`config.mk`:
```
export PLATFORM = sky130hd
export DESIGN_NAME = hazard_forward_scoreboard
export DESIGN_NICKNAME = d
export VERILOG_FILES = /design/src/rtl/hazard_forward_scoreboard.sv
export SDC_FILE = /design/constraint.sdc
export NUM_CORES = 1
export LEC_CHECK = 0
export CORE_ASPECT_RATIO = 0.75
export CORE_MARGIN = 8
export CORE_UTILIZATION = 49
export CTS_CLUSTER_SIZE = 14
export DETAILED_ROUTE_END_ITERATION = 6
export GPL_ROUTABILITY_DRIVEN = 0
export PLACE_DENSITY_LB_ADDON = 0.15
export SETUP_SLACK_MARGIN = 0.5
export SYNTH_ARGS = -nofsm -noshare
export SYNTH_HDL_FRONTEND = slang
export SYNTH_SLANG_ARGS = --single-unit
```
`constraint.sdc`:
```
create_clock -name clk -period 2.82 [get_ports clk]
set_input_delay 0.564 -clock clk [delete_from_list [all_inputs] [get_ports clk]]
set_output_delay 0.564 -clock clk [all_outputs]
set_load 0.005 [all_outputs]
```
`src/rtl/hazard_forward_scoreboard.sv`:
```
// Tracks in-flight writebacks across the post-ID stages and derives data-hazard stalls,
// registered EXE forwarding selects, branch flush and memory-wait freeze from that record.
module hazard_forward_scoreboard #(
  parameter int REG_AW = 4,
  parameter int STAGES = 3,
  parameter int FWD_EN = 1,
  parameter int CNT_W  = 16,
  parameter int SEL_W  = $clog2(STAGES)
) (
  input  logic              clk,
  input  logic              rst,
  input  logic              id_valid,
  input  logic [REG_AW-1:0] rn_addr,
  input  logic [REG_AW-1:0] rm_addr,
  input  logic              two_src,
  input  logic [REG_AW-1:0] id_dest,
  input  logic              id_wb_en,
  input  logic              id_mem_r_en,
  input  logic              branch_taken,
  input  logic              mem_wait,
  output logic              hazard,
  output logic              flush,
  output logic              freeze,
  output logic [SEL_W-1:0]  fwd_sel_rn,
  output logic [SEL_W-1:0]  fwd_sel_rm,
  output logic [CNT_W-1:0]  stall_cnt,
  output logic [CNT_W-1:0]  flush_cnt
);

  localparam int CMP = STAGES - 1;

  logic [STAGES-1:0] slot_vld_p;
  logic [STAGES-1:0] slot_wb_p;
  logic [STAGES-1:0] slot_ld_p;
  logic [REG_AW-1:0] slot_dest_p [STAGES];

  logic [CMP-1:0]    rn_hit;
  logic [CMP-1:0]    rm_hit;
  logic              raw_hazard;
  logic              issue;
  logic [SEL_W-1:0]  sel_rn_d;
  logic [SEL_W-1:0]  sel_rm_d;

  function automatic logic [CNT_W-1:0] sat_inc(input logic [CNT_W-1:0] c);
    return (&c) ? c : c + 1'b1;
  endfunction

  // Lowest matching slot wins; a load still in EXE cannot be forwarded, so it yields no select.
  function automatic logic [SEL_W-1:0] pick_sel(input logic [CMP-1:0] hit, input logic ld0);
    logic [SEL_W-1:0] sel;
    sel = '0;
    for (int i = CMP - 1; i >= 0; i--) begin
      if (hit[i]) sel = SEL_W'(i + 1);
    end
    if (hit[0] && ld0) sel = '0;
    return sel;
  endfunction

  // ID stage: compare sources against the EXE..pre-WB slots
  always_comb begin
    rn_hit = '0;
    rm_hit = '0;
    for (int i = 0; i < CMP; i++) begin
      rn_hit[i] = slot_vld_p[i] & slot_wb_p[i] & (slot_dest_p[i] == rn_addr);
      rm_hit[i] = two_src & slot_vld_p[i] & slot_wb_p[i] & (slot_dest_p[i] == rm_addr);
    end
  end

  always_comb begin
    raw_hazard = 1'b0;
    if (FWD_EN != 0) raw_hazard = (rn_hit[0] | rm_hit[0]) & slot_ld_p[0];
    else             raw_hazard = |(rn_hit | rm_hit);
  end

  assign hazard   = id_valid & raw_hazard & ~branch_taken & ~mem_wait;
  assign flush    = branch_taken & ~mem_wait;
  assign freeze   = mem_wait;
  assign issue    = id_valid & ~hazard & ~branch_taken;
  assign sel_rn_d = pick_sel(rn_hit, slot_ld_p[0]);
  assign sel_rm_d = pick_sel(rm_hit, slot_ld_p[0]);

  // Slot advance into EXE/MEM/.../WB, selects and counters
  always_ff @(posedge clk) begin
    if (rst) begin
      slot_vld_p <= '0;
      slot_wb_p  <= '0;
      slot_ld_p  <= '0;
      fwd_sel_rn <= '0;
      fwd_sel_rm <= '0;
      stall_cnt  <= '0;
      flush_cnt  <= '0;
    end else if (!mem_wait) begin
      slot_vld_p[0] <= issue;
      slot_wb_p[0]  <= issue & id_wb_en;
      slot_ld_p[0]  <= issue & id_mem_r_en;
      for (int i = 1; i < STAGES; i++) begin
        slot_vld_p[i] <= slot_vld_p[i-1];
        slot_wb_p[i]  <= slot_wb_p[i-1];
        slot_ld_p[i]  <= slot_ld_p[i-1];
      end
      fwd_sel_rn <= (FWD_EN != 0 && issue) ? sel_rn_d : '0;
      fwd_sel_rm <= (FWD_EN != 0 && issue) ? sel_rm_d : '0;
      if (hazard) stall_cnt <= sat_inc(stall_cnt);
      if (flush)  flush_cnt <= sat_inc(flush_cnt);
    end
  end

  // Destination tags are qualified by vld, so they need no reset.
  always_ff @(posedge clk) begin
    if (!mem_wait) begin
      slot_dest_p[0] <= issue ? id_dest : '0;
      for (int i = 1; i < STAGES; i++) slot_dest_p[i] <= slot_dest_p[i-1];
    end
  end

  // WB slot and deeper load flags are carried for completeness but never compared.
  logic unused_slot_bits;
  assign unused_slot_bits = ^{slot_vld_p[STAGES-1], slot_wb_p[STAGES-1],
                              slot_ld_p[STAGES-1:1], slot_dest_p[STAGES-1]};

endmodule

```
==> out/results.tsv <==
metric	value	unit
grt.overflow.total	0	
relSlewSlack	65.81	%
crit_start	rn_addr[1]	
final_layout_size_suffix_gt1_share	14.58	%
multi_input_area	1284	sq um
layout_commonest_cell	clkdlybuf4s50_1	
ios	59	
synth.avg_cell_area	9.089	sq um
clkLatencyLatePin	0.30	ns
p_leak	1.244	nW
cts_buffer_depth	2	
timing.rr.end	flush_cnt[1]	
die_w	96.35	microns
final_cell_mix	clkdlybuf4s50_1 (48), dfxtp_1 (41), nor2_1 (37)	
antenna_found_initial	0	
cp_data_required_time	2.26	ns
cpPeakStageDelay	0.53	ns
min_from	fwd_sel_rn[1]	
peakVddDrop	0.0003171	V
worstSetupEndpointType	output pin	
h-tree-depth	2	
outcome	completed	
synth_fp_nets	283	
r2r_slack	0.68	ns
synth_cells	261	
area_growth_syn_to_layout	39.98	%
port_buffers	58	
cts_sinks	49	
core_region_area	4790	sq um
maxCapViolations	0	
crit_type	in -> out	
viasPerCell	5.320	
routed_wl	5688	microns
critPathMaxFanout	2	
rsz0062_at_grt	true	
final-seq-area	1061	sq um
grt_max_degree	41	
antenna_left	0	
dr.pass1.iters	4	
crit_family	buffers and inverters	
vias	2144	
dr.first_iter.drc_count	70	
whs_path_depth	2	
num_antenna_cells	0	
hold_class	reg -> reg	
yosysWarnings	0	
num_rows	22	
yosysSeqAreaShare	44.73	%
final_core_util	69.33	%
crit_chain	clkdlybuf4s50_1 > xor2_2 > nor4_4 > o21ai_2 > inv_1 > buf_2	
synth_cell_type_count	44	
fin_skew	0.005016	ns
dieHeight	76.26	microns
r2r-start	flush_cnt[3]	
cp.arrival	1.72	ns
path_clk_slew	0.09	ns
holdBufCountCts	0	
wire_per_inst	14.11	microns
period_share	81.15	%
hold_end	fwd_sel_rn[1]	
start_util	49.53	%
critPathBufInv	3	
r2r_cells	5	
ys_ff_latch	49	
whs	0.4466	ns
fmax	437.0	MHz
cts_tree	done	
grt_usage	15.93	%
powerDensity	396.0	nW/um^2
root_buffer	clkbuf_8	
route.detailed.drc	0	
setup-violations-final	0	
startpoint_type	primary input	
critPathSlowestCell	clkdlybuf4s50_1	
die-area	7347	sq um
syn_area	2372	sq um
nFillCells	391	
grt_pass1_wl	9480	microns
cts-buffers-inserted	5	
grt_pass1_vias	1991	
final_max_slew_viol_count	0	
place_hpwl	4187	microns
layout.nets	364	
worstMarginPinSlew	0.4999	ns
hold_viol_final	0	
period_minus_slack	2.289	ns
-- worst min-delay path: cells and delay by family (launching register included) --
kind             cells  cell delay, ns
AND/OR/NAND/NOR      2            0.09
flip-flops           1            0.32
-- final cells by class --
type                    count  share of cell area [%]
clock buffers               7                   2.901
clock inverters             1                  0.1507
well taps                  60                   2.261
repair buffers             81                   22.72
inverters                  12                   1.356
multi-input cells         193                   38.66
flip-flops and latches     49                   31.95
-- worst max path at each step --
stage                        endpoint  slack, ns  depth (start not counted)
floorplan           slot_dest_p[0][0]       0.59                          6
global placement               hazard      -0.14                          7
detailed placement             hazard      -0.14                          7
CTS                            hazard       0.33                          6
global route                   hazard       0.46                          6
finish                         hazard       0.53                          6
-- through the flow --
| step | TNS (ns) | power (W) | area [sq um] | std cells | setup slack (ns) |
|---|---|---|---|---|---|
| finish | 0 | 0.001315 | 3321 | 403 | 0.5315 |
| global route | 0 | 0.001368 | 3321 | 403 | 0.4564 |
| CTS | 0 | 0.001325 | 3237 | 399 | 0.3316 |
| detailed placement | -0.1368 | 0.0008623 | 3109 | 387 | -0.1368 |
| global placement | -0.1397 | 0.0008598 | 3109 | 387 | -0.1397 |
| floorplan | 0 | 0.0008018 | 2372 | 261 | 0.5853 |
-- cell families (layout without fill, tap and decap cells) --
logic type	count (synthesis)	after routing	synth area share, %
AOI/OAI and AO/OA	41	41	11.60
xor gates and xnor gates	29	29	10.71
adders and majority gates	2	2	1.055
buffers and inverters	19	101	3.217
DFF	49	49	44.73
muxes	6	6	2.637
and+or+nand+nor	115	115	26.06
-- synthesized netlist by cell type (all sizes together) --
library cell,count,area share (%)
o211ai,2,0.63
a2111oi,1,0.37
o31ai,2,0.63
a32o,2,0.84
o22ai,2,0.53
and4,3,1.1
nand3,14,3.0
o41ai,1,0.37
and3,4,1.1
a22oi,3,0.95
edfxtp,8,10
o31a,2,0.79
xor2,14,5.2
mux2i,4,1.7
a21o,1,0.32
dfxtp,41,35
o21a,1,0.32
nand2,16,2.5
nor2,37,5.9
mux2,2,0.95
buf,3,0.69
nor3b,1,0.32
o211a,1,0.42
and2,7,1.8
nor3,4,0.84
or4b,1,0.42
a2111o,1,0.47
ha,2,1.1
or3,6,1.6
o21ai,11,2.6
inv,12,1.9
nor4,3,2.1
a21oi,11,2.3
or4,3,0.95
nor2b,7,2.2
nand4,9,2.4
clkbuf,4,0.63
xnor2,15,5.5
-- what timing repair did --
item	4_1_cts	5_1_grt
resized for setup	12	17
buffers inserted	4	4
endpoints found under the setup margin	18	22
endpoints found under the hold margin	0	0
pin swaps	3	7
-- routing by layer --
layer / vias to the layer above / track usage [%] / part of all wire [%]
met1: 989 / 22.06 / 47
met3: 4 / 4.626 / 7.2
met5: - / 0 / 0
li1: 1085 / - / -
met2: 66 / 22.83 / 45
met4: 0 / 5.430 / 0.70
-- state kept, by name, summed over array words and instances (netlist names) --
name / count
fwd_sel_rn: 2
slot_vld_p: 2
stall_cnt: 16
slot_wb_p: 2
flush_cnt: 16
slot_dest_p: 8
fwd_sel_rm: 2
slot_ld_p: 1
-- report_power, final --
part	total, W	internal, W	switching, W
combinational	0.000122	0.0000667	0.0000555
sequential	0.000734	0.000722	0.0000112
clock	0.000459	0.000222	0.000237
Note: power is estimated with default switching activity, not from simulation.
